[src/rtl/plab5_mcore_mem_sec_tracker_pkg.sv]
// rtl/plab5_mcore_mem_sec_tracker_pkg.sv - shared widths and level encoding for the security tracker
package plab5_mcore_mem_sec_tracker_pkg;

    localparam logic SEC_LOW  = 1'b0;
    localparam logic SEC_HIGH = 1'b1;

    localparam int MEM_TYPE_NBITS = 3;
    localparam int MEM_TEST_NBITS = 2;

    // Length field counts bytes of the data word, so it scales with data width.
    function automatic int mem_len_nbits(input int d);
        return $clog2(d / 8);
    endfunction

    function automatic int mem_req_msg_nbits(input int o, input int a, input int d);
        return MEM_TYPE_NBITS + o + a + mem_len_nbits(d) + d;
    endfunction

    function automatic int mem_resp_msg_nbits(input int o, input int d);
        return MEM_TYPE_NBITS + o + MEM_TEST_NBITS + mem_len_nbits(d) + d;
    endfunction

endpackage

[src/rtl/plab5_mcore_mem_sec_tracker_sec_fifo.sv]
// rtl/plab5_mcore_mem_sec_tracker_sec_fifo.sv - count-based FIFO with same-cycle push and pop
module plab5_mcore_sec_fifo #(
    parameter int p_nbits   = 1,
    parameter int p_entries = 4
) (
    input  logic                         clk,
    input  logic                         reset,
    input  logic                         enq_val,
    output logic                         enq_rdy,
    input  logic [p_nbits-1:0]           enq_msg,
    output logic                         deq_val,
    input  logic                         deq_rdy,
    output logic [p_nbits-1:0]           deq_msg,
    output logic [$clog2(p_entries):0]   count
);

    localparam int ptr_nbits = $clog2(p_entries);
    localparam int cnt_nbits = ptr_nbits + 1;

    logic [p_nbits-1:0]   mem_q [p_entries];
    logic [ptr_nbits-1:0] wr_ptr_q, wr_ptr_d;
    logic [ptr_nbits-1:0] rd_ptr_q, rd_ptr_d;
    logic [cnt_nbits-1:0] count_q, count_d;
    logic                 do_enq, do_deq;

    always_comb begin
        enq_rdy = (count_q != cnt_nbits'(p_entries));
        deq_val = (count_q != '0);
        // Empty queue presents zeros so level outputs read low, not stale data.
        deq_msg = deq_val ? mem_q[rd_ptr_q] : '0;
        count   = count_q;
    end

    always_comb begin
        do_enq   = enq_val && enq_rdy;
        do_deq   = deq_val && deq_rdy;
        wr_ptr_d = wr_ptr_q;
        rd_ptr_d = rd_ptr_q;
        if (do_enq) wr_ptr_d = wr_ptr_q + ptr_nbits'(1);
        if (do_deq) rd_ptr_d = rd_ptr_q + ptr_nbits'(1);
        count_d = count_q + cnt_nbits'(do_enq) - cnt_nbits'(do_deq);
    end

    always_ff @(posedge clk) begin
        if (!reset) begin
            wr_ptr_q <= '0;
            rd_ptr_q <= '0;
            count_q  <= '0;
        end else begin
            wr_ptr_q <= wr_ptr_d;
            rd_ptr_q <= rd_ptr_d;
            count_q  <= count_d;
        end
    end

    always_ff @(posedge clk) begin
        if (do_enq) mem_q[wr_ptr_q] <= enq_msg;
    end

endmodule

[src/rtl/plab5_mcore_mem_sec_tracker.sv]
// rtl/plab5_mcore_mem_sec_tracker.sv - buffers requests and tags each response with its request's level
module plab5_mcore_mem_sec_tracker
    import plab5_mcore_mem_sec_tracker_pkg::*;
#(
    parameter int p_opaque_nbits    = 8,
    parameter int p_addr_nbits      = 32,
    parameter int p_data_nbits      = 32,
    parameter int p_req_entries     = 4,
    parameter int p_max_outstanding = 4,
    parameter int req_cnbits  = mem_req_msg_nbits(p_opaque_nbits, p_addr_nbits, p_data_nbits) - p_data_nbits,
    parameter int resp_cnbits = mem_resp_msg_nbits(p_opaque_nbits, p_data_nbits) - p_data_nbits
) (
    input  logic                                 clk,
    input  logic                                 reset,

    input  logic                                 in_req_sec_level,
    input  logic [req_cnbits-1:0]                in_req_control,
    input  logic [p_data_nbits-1:0]              in_req_data,
    input  logic                                 in_req_val,
    output logic                                 in_req_rdy,

    output logic                                 out_req_sec_level,
    output logic [req_cnbits-1:0]                out_req_control,
    output logic [p_data_nbits-1:0]              out_req_data,
    output logic                                 out_req_val,
    input  logic                                 out_req_rdy,

    input  logic [resp_cnbits-1:0]               acc_resp_control,
    input  logic [p_data_nbits-1:0]              acc_resp_data,
    input  logic                                 acc_resp_val,
    output logic                                 acc_resp_rdy,

    output logic                                 out_resp_sec_level,
    output logic [resp_cnbits-1:0]               out_resp_control,
    output logic [p_data_nbits-1:0]              out_resp_data,
    output logic                                 out_resp_val,
    input  logic                                 out_resp_rdy,

    output logic [$clog2(p_max_outstanding):0]   outstanding,
    output logic                                 orphan_resp
);

    localparam int req_nbits = 1 + req_cnbits + p_data_nbits;

    logic [req_nbits-1:0]               req_enq_msg, req_deq_msg;
    logic                               req_enq_rdy, req_deq_val, req_deq_rdy;
    logic [$clog2(p_req_entries):0]     req_count_unused;

    logic [0:0]                         tag_enq_msg, tag_deq_msg;
    logic                               tag_enq_val, tag_enq_rdy;
    logic                               tag_deq_val, tag_deq_rdy;
    logic [$clog2(p_max_outstanding):0] tag_count;

    logic                               tag_full, issue;
    logic                               orphan_resp_q, orphan_resp_d;

    assign req_enq_msg = {in_req_sec_level, in_req_control, in_req_data};

    plab5_mcore_sec_fifo #(
        .p_nbits   (req_nbits),
        .p_entries (p_req_entries)
    ) req_buf (
        .clk     (clk),
        .reset   (reset),
        .enq_val (in_req_val),
        .enq_rdy (req_enq_rdy),
        .enq_msg (req_enq_msg),
        .deq_val (req_deq_val),
        .deq_rdy (req_deq_rdy),
        .deq_msg (req_deq_msg),
        .count   (req_count_unused)
    );

    plab5_mcore_sec_fifo #(
        .p_nbits   (1),
        .p_entries (p_max_outstanding)
    ) tag_queue (
        .clk     (clk),
        .reset   (reset),
        .enq_val (tag_enq_val),
        .enq_rdy (tag_enq_rdy),
        .enq_msg (tag_enq_msg),
        .deq_val (tag_deq_val),
        .deq_rdy (tag_deq_rdy),
        .deq_msg (tag_deq_msg),
        .count   (tag_count)
    );

    // Request side: a full tag queue holds issue back so every issued request has a slot.
    always_comb begin
        in_req_rdy        = req_enq_rdy;
        tag_full          = !tag_enq_rdy;
        out_req_val       = req_deq_val && !tag_full;
        req_deq_rdy       = out_req_rdy && !tag_full;
        issue             = out_req_val && out_req_rdy;
        out_req_sec_level = req_deq_msg[req_nbits-1];
        out_req_control   = req_deq_msg[p_data_nbits +: req_cnbits];
        out_req_data      = req_deq_msg[p_data_nbits-1:0];
        tag_enq_val       = issue;
        tag_enq_msg       = req_deq_msg[req_nbits-1 -: 1];
    end

    // Response side: with no tag the beat is accepted and dropped as an orphan.
    always_comb begin
        out_resp_control   = acc_resp_control;
        out_resp_data      = acc_resp_data;
        out_resp_sec_level = tag_deq_msg[0];
        out_resp_val       = tag_deq_val && acc_resp_val;
        acc_resp_rdy       = tag_deq_val ? out_resp_rdy : 1'b1;
        tag_deq_rdy        = acc_resp_val && out_resp_rdy;
        orphan_resp_d      = acc_resp_val && !tag_deq_val;
        outstanding        = tag_count;
        orphan_resp        = orphan_resp_q;
    end

    always_ff @(posedge clk) begin
        if (!reset) orphan_resp_q <= 1'b0;
        else        orphan_resp_q <= orphan_resp_d;
    end

endmodule

[config.mk]
export PLATFORM = sky130hd
export DESIGN_NAME = plab5_mcore_mem_sec_tracker
export DESIGN_NICKNAME = d
export VERILOG_FILES = /design/src/rtl/plab5_mcore_mem_sec_tracker_pkg.sv /design/src/rtl/plab5_mcore_mem_sec_tracker_sec_fifo.sv /design/src/rtl/plab5_mcore_mem_sec_tracker.sv
export SDC_FILE = /design/constraint.sdc
export NUM_CORES = 1
export LEC_CHECK = 0
export ABC_AREA = 1
export CORE_MARGIN = 10
export CORE_UTILIZATION = 50
export CTS_CLUSTER_DIAMETER = 60
export DETAILED_ROUTE_END_ITERATION = 16
export PLACE_DENSITY = 0.76
export SLEW_MARGIN = 20
export SYNTH_ARGS = -nofsm -noshare
export SYNTH_HDL_FRONTEND = slang
export SYNTH_SLANG_ARGS = --single-unit
export TNS_END_PERCENT = 5
[constraint.sdc]
create_clock -name clk -period 5.16 [get_ports clk]
set_clock_uncertainty 0.1 [all_clocks]
set_input_delay 0.516 -clock clk [delete_from_list [all_inputs] [get_ports clk]]
set_output_delay 0.516 -clock clk [all_outputs]
set_load 0.01 [all_outputs]
# Word-level counts from Yosys, hierarchy flattened
# Memories as Yosys holds them, arrays and structs flattened. A register that Yosys moved wholly into a read port is not among the register bits.
# Cells that the tools add are included.
# totals
regBits,15
ramBits,316
input_bits,131
elab_cells,43
n_memories,2
# memory_table
memory,depth,width,read_ports,rd_clocked_by_memory_dff,write_ports,line_no,text
req_buf.mem_q,4,78,1,1,1,plab5_mcore_mem_sec_tracker_sec_fifo.sv:20,logic [p_nbits-1:0] mem_q [p_entries];
tag_queue.mem_q,4,1,1,1,1,plab5_mcore_mem_sec_tracker_sec_fifo.sv:20,
# op_classes
addsub,8
eq_ne,2
muxes,11
reduce_logical,13
# op_table
cell,n
2-to-1 mux 78 bit,1
logical AND 1 bit,10
"adder 2 x 1 -> 2 bit, second input constant",4
2-to-1 mux 2 bit,4
adder 3 x 1 -> 3 bit,2
2-to-1 mux 1 bit,6
"!= test 3 bit, second input constant",2
nonzero test 3 bit,2
subtractor 3 x 1 -> 3 bit,2
logical NOT 1 bit,1

# Longest topological paths before layout
# Gate-level depths: netlist of the first run.
# depth
word_depth,6
depth_mapped,11

# Hierarchy
# A second synthesis of the first run with hierarchy kept.
# hier_totals
hier_cells,1442
hier_area_um2,14756.7
# modules_own_cells
module,n_inst,cells_each,area_per_inst_um2
plab5_mcore_sec_fifo (req_buf),1,1298,13670.6
plab5_mcore_sec_fifo (tag_queue),1,82,660.6
plab5_mcore_mem_sec_tracker,1,62,425.4

# Worst setup path after synthesis of the first run
# No wires, ideal clock.
# synth_timing
kind,register to register
start,register req_buf.count_q[1] (netlist: req_buf.count[1])
end,memory req_buf.mem_q[0][0] (netlist bit) (enable)
t_arrival_ps,3981
required_ps,4545
setup_slack_ps,564
path_stages_with_launch,5
n_path_buf,0
cell_sequence,dfxtp_1 > inv_1 > nand3_1 > nand2_1 > nor2_1
# synth_between
elab_chain_cells,4
# synth_lines
element,line_no,text
"start, declared",plab5_mcore_mem_sec_tracker_sec_fifo.sv:23,"logic [cnt_nbits-1:0] count_q, count_d;"
"start signal, assigned",plab5_mcore_mem_sec_tracker_sec_fifo.sv:52,count_q <= count_d;
!= test 3 bit,plab5_mcore_mem_sec_tracker_sec_fifo.sv:27,enq_rdy = (count_q != cnt_nbits'(p_entries));
net in_req_rdy,plab5_mcore_mem_sec_tracker.sv:20,"output logic in_req_rdy,"
logical AND 1 bit,plab5_mcore_mem_sec_tracker_sec_fifo.sv:35,do_enq = enq_val && enq_rdy;
2-to-1 mux 1 bit,plab5_mcore_mem_sec_tracker_sec_fifo.sv:57,if (do_enq) mem_q[wr_ptr_q] <= enq_msg;
2-to-1 mux 1 bit (not written as such),plab5_mcore_mem_sec_tracker_sec_fifo.sv:57,
"end, declared",plab5_mcore_mem_sec_tracker_sec_fifo.sv:20,
# The timed path passes the listed nets, and every way through them passes these cells.

==> results of run 1 <==
kinds of logic after synthesis:
kind of cell	synth area share, %
buf+inv	6.16
xor+xnor	0.259
flops	72.9
compound gates	9.11
simple gates	10.2
fa+ha+maj	1.40
per-layer routing:
metal / vias up / global-route usage (%) / wire, µm
met1: 4077 / 21.1 / 12200
met2: 273 / 30.1 / 14800
met4: 0 / 8.10 / 1290
met5: - / 0 / 0
met3: 96 / 4.76 / 2580
li1: 4045 / - / -
layout by cell type, fill, tap and decap left out, types with 6 or more instances in the layout:
cell and n:
buf_4 12, o21ai_0 151, nor2_1 329, inv_1 40
clkinv_2 7, nand2_1 25, ha_1 12, clkbuf_16 35
dfxtp_1 17, bufinv_16 6, a21oi_1 84, clkdlybuf4s50_1 170
edfxtp_1 316, o21ai_1 10
per-stage QoR:
stage | power, mW | instance area, µm² | hold WS, ns
after global routing | 9.16 | 16400 | 0.440
after CTS | 8.76 | 16400 | 0.395
after global placement | 6.13 | 15200 | 0.380
after floorplan | 4.91 | 13500 | 0.370
after detailed placement | 6.17 | 15200 | 0.385
final | 8.68 | 16400 | 0.400
cell usage after synthesis:
library cell    n  area, µm²
o21ai_1        10       50.1
nand2_1        25       93.8
a21oi_1        84        420
buf_2          10       50.1
ha_1           12        150
inv_1          40        150
or2_2           1       6.26
fa_1            2       40.0
dfxtp_1        19        380
nor2_1        333       1250
inv_2           3       11.3
edfxtp_1      316       9490
nand3_1         4       20.0
nand4_1         1       6.26
nor3_1          1       5.00
buf_6           1       11.3
buf_1           1       3.75
buf_4          66        495
xor2_1          4       35.0
o21a_1          1       7.51
clkbuf_1       30        113
o21ai_0       151        756
flip-flops by register name (all words and copies together), names as in the netlist, named ones only:
name and count:
tag_queue.rd_ptr_q 2, req_buf.wr_ptr_q 2, tag_queue.wr_ptr_q 2, tag_queue.count 3, tag_queue.mem_q 4, req_buf.count 3
req_buf.rd_ptr_q 2, req_buf.mem_q 312, orphan_resp 1
worst min-delay path: stages (launching register included):
cell and delay, ns:
dfxtp_1 0.32, nand2_1 0.06, a21oi_1 0.07
worst paths after layout:
path | from | end | slack [ns] | depth (start not counted)
setup / recovery | register | out_req_data[26] | 1.28 | 5
hold / removal | req_buf.rd_ptr_q[1]$_SDFFE_PN0P_ | register | 0.40 | 2
hold reg to reg | req_buf.rd_ptr_q[1]$_SDFFE_PN0P_ | register | 0.40 | 2
setup reg to reg | req_buf.count[1]$_SDFF_PN0_ | req_buf.mem_q[1][62]$_DFFE_PP_ | 2.55 | 5
final cells by class:
| type | count | area share (%) |
|---|---|---|
| Timing Repair Buffer | 184 | 11.2 |
| Multi-Input combinational cell | 629 | 17.5 |
| Sequential cell | 335 | 60.4 |
| Clock inverter | 19 | 1.48 |
| Tap cell | 341 | 2.61 |
| Clock buffer | 43 | 5.78 |
| Inverter | 43 | 1.00 |
| Antenna cell | 1 | 0.0153 |
where the power goes:
| part | switching [mW] | total (mW) | internal [mW] |
|---|---|---|---|
| logic | 1.54 | 2.67 | 1.13 |
| clock network | 0.981 | 2.58 | 1.60 |
| registers | 0.127 | 3.43 | 3.30 |
==> impl_metrics.yaml, run 1 <==
timing:
  relSlewSlack_pct: 29.0
  tns_ns: 0
  rsz0062_at_grt: "no"
  min_period_ns: 3.88
  post-route-period-util_pct: 75.1
  drv_slew: 0
  max_freq_mhz: 258
  setup_slack_ns: 1.28
  report.final.setup_viol: 0
  hold_viol: 0
  worst_slew_pin_slew_ns: 1.06
detailed_routing:
  vias_per_cell: 5.32
  wirelength_mm: 30.9
  post_drt_wl_per_cell_um: 19.4
  first_pass_iters: 5
  ant_nets: 0
  drt-initial-drc-count: 675
  drc: 0
  num_vias: 8491
setup_path:
  slowest_delay_ns: 0.66
  required_ns: 4.54
  crit_arrival_ns: 3.26
  start_kind: "register"
  crit_path_end_kind: "output port"
  path_max_fanout: 83
  path_class: "register to output port"
  crit_family: "buffers and inverters"
  slowest_stage: "inv_4"
  crit_chain: "inv_4 -> buf_12 -> o21ai_0 -> a21oi_1 -> clkdlybuf4s50_1"
  cp.buffers_inverters: 3
finish:
  seqCellArea_um2: 9880
  syn_to_final_growth_pct: 20.8
  fin_util_pct: 61.0
  final_cells: 1595
  final_nets: 1373
  multi_input_area_um2: 2870
  drive_gt1_share_pct: 6.15
  nFillCells: 2023
clocking:
  worstSkewPairLatency_ns: 0.50
  cts_tree: "done"
  clkTransAtPathRegs_ns: 0.06
  cts_sinks: 335
  cts_resized: 0
  postCtsSetupBuffers: 0
  clock-root-buffer: "clkbuf_16"
  cts_made_buffers: 35
  cts.path.max_buffers: 3
  cts_hold_buf: 0
  cts-htree-levels: 2
floorplan:
  die_w_um: 185
  ios: 265
  core_um2: 26800
  rows: 60
  die_y_um: 185
  start_util_pct: 50.5
  die_area_um2: 34100
place:
  port_buffers: 170
  gp_congestion: 0.737
  dp_hpwl_mm: 18.6
  pre_cts_ws_ns: 1.83
  dp.cells: 1532
grt:
  grt_pass1_vias: 8587
  grt_pass1_wl_mm: 47.8
  grt_max_degree: 84
  antenna_found_initial: 2
  grtUsageTotal_pct: 17.9
  grt_remaining_overflow: 0
synth:
  syn-instance-count: 1115
  yosys_warnings: 0
  ys_ff_latch: 335
  synth_nets: 1260
  avgSynthCellArea_um2: 12.1
  seq_area_frac_synth_pct: 72.9
  netlist_area_um2: 13500
  synthDistinctLibCells: 22
power:
  power_density_nw_per_um2: 530
  power_leakage_nw: 5.71
  vdd_drop_max_mv: 0.398
run:
  max-cap-violations: 0
worst_hold_path:
  hp-class: "register to register"
status:
  status: "complete, no violations"
(Power assumes the default switching activity.)
==> run 2: changes to the inputs <==
==> constraint.sdc (replaced) <==
create_clock -name clk -period 3.8 [get_ports clk]
set_clock_uncertainty 0.1 [all_clocks]
set_input_delay 0.38 -clock clk [delete_from_list [all_inputs] [get_ports clk]]
set_output_delay 0.38 -clock clk [all_outputs]
set_load 0.01 [all_outputs]
==> run 2 against run 1 <==
Compared with the run above: design area fell by 0.23%; setup slack lost 1.0 ns; total power grew 32%; first-iteration DRC count increased by 0.15%; worst hold slack lost 0.020 ns; global-route usage grew 0.69 points; critical endpoint is now out_req_control[0].
==> impl_metrics.yaml, run 2 (same netlist as run 1, synthesis figures left out) <==
setup_path:
  reg2reg_depth: 10
  worst_r2r_endpoint: "req_buf.count[2]$_SDFF_PN0_"
  crit_arrival_ns: 3.08
  r2r_slack_ns: 1.35
  crit_chain: "buf_4 -> nor2_1 -> nor2_1 -> o21ai_0 -> a21oi_1 -> clkdlybuf4s50_1"
  crit_path_end_kind: "output port"
  path_max_fanout: 76
  start_kind: "register"
  path_class: "register to output port"
  rr_startpoint: "tag_queue.count[0]$_SDFF_PN0_"
  slowest_stage: "buf_4"
  required_ns: 3.32
  slowest_delay_ns: 0.70
  cpMostUsedCell: "nor2_1"
  crit_end: "out_req_control[0]"
worst_hold_path:
  hp-class: "input pin to register"
detailed_routing:
  vias_per_cell: 5.36
  first_pass_iters: 5
  drc: 0
  wirelength_mm: 32.1
  ant_nets: 0
  num_vias: 8563
  post_drt_wl_per_cell_um: 20.1
  drt-initial-drc-count: 676
timing:
  setup_slack_ns: 0.244
  relSlewSlack_pct: 46.1
  hold_viol: 0
  max_freq_mhz: 281
  worst_slew_pin_slew_ns: 0.808
  rsz0062_at_grt: "no"
  report.final.setup_viol: 0
  post-route-period-util_pct: 93.6
  timing.hold.ws_ns: 0.381
  drv_slew: 0
  min_period_ns: 3.56
clocking:
  clock-root-buffer: "clkbuf_16"
  cts_tree: "done"
  cts_hold_buf: 0
  cts_resized: 0
  cts.path.max_buffers: 3
  worstSkewPairLatency_ns: 0.50
  cts-htree-levels: 2
  postCtsSetupBuffers: 0
  cts_sinks: 335
  cts_made_buffers: 35
  clkTransAtPathRegs_ns: 0.06
grt:
  grt_remaining_overflow: 0
  grt_pass1_vias: 8634
  grtUsageTotal_pct: 18.6
  grt_pass1_wl_mm: 49.1
  antenna_found_initial: 2
  grt_max_degree: 80
place:
  gp_congestion: 0.771
  pre_cts_ws_ns: 0.778
  dp.cells: 1536
  dp_hpwl_mm: 19.7
  port_buffers: 170
  dpl_cell_area_um2: 15300
floorplan:
  rows: 60
  die_w_um: 185
  die_y_um: 185
  core_um2: 26800
  ios: 265
  die_area_um2: 34100
  start_util_pct: 50.5
power:
  vdd_drop_max_mv: 0.402
  power_leakage_nw: 5.67
  power_density_nw_per_um2: 704
finish:
  regMostFlops: "req_buf.mem_q"
  finalInstanceArea_um2: 16300
  mostFrequentLayoutCells: "nor2_1, edfxtp_1, clkdlybuf4s50_1"
  syn_to_final_growth_pct: 20.5
  drive_gt1_share_pct: 5.58
  largest_reg_flops: 312
  mostFrequentLayoutCell: "nor2_1"
  reg_top3: "req_buf.mem_q (312), tag_queue.mem_q (4)"
  final_cells: 1598
  fin_util_pct: 60.9
  final_nets: 1377
status:
  status: "complete, no violations"
run:
  max-cap-violations: 0
-- run 2: how the worst min path moves through the flow --
stage,startpoint,to,depth (start not counted)
2_1_floorplan,tag_queue.rd_ptr_q[1]$_SDFFE_PN0P_,register,2
3_3_place_gp,req_buf.rd_ptr_q[1]$_SDFFE_PN0P_,register,2
3_5_place_dp,req_buf.rd_ptr_q[1]$_SDFFE_PN0P_,register,2
4_1_cts,acc_resp_val,orphan_resp$_SDFF_PN0_,3
5_1_grt,acc_resp_val,orphan_resp$_SDFF_PN0_,3
6_report,acc_resp_val,orphan_resp$_SDFF_PN0_,3
-- run 2: routing by layer --
layer	wire (µm)	GRT usage (%)	share of wire, %
met2	15300	30.4	48
met3	2690	4.45	8.4
met5	0	0	0
met4	1490	10.2	4.6
met1	12600	22.3	39
-- run 2: area by class of cell --
class	count	area (µm²)
Antenna cell	2	5.00
Clock inverter	11	72.6
Tap cell	341	427
Sequential cell	335	9880
Multi-Input combinational cell	629	2870
Clock buffer	49	971
Timing Repair Buffer	188	1940
Inverter	43	164
Fill cell	2036	10500
-- run 2: report_power, final --
part	internal, mW	leakage, nW	switching (mW)
clock network	1.84	0.509	1.30
registers	4.48	3.05	0.156
logic	1.57	2.11	2.13
total	7.90	5.67	3.59
-- run 2: worst max-delay path: cells and delay by family (launching register included) --
| kind | cells | cell delay (ns) |
|---|---|---|
| simple gates | 2 | 0.32 |
| flops | 1 | 0.53 |
| buf+inv | 2 | 1.30 |
| compound gates | 2 | 0.38 |
-- run 2: per-stage QoR --
stage / TNS (ns) / total power, mW
3_5_place_dp: 0 / 8.47
5_1_grt: 0 / 12.1
4_1_cts: 0 / 11.6
6_report: 0 / 11.5
2_1_floorplan: -248.48 / 6.67
3_3_place_gp: 0 / 8.41
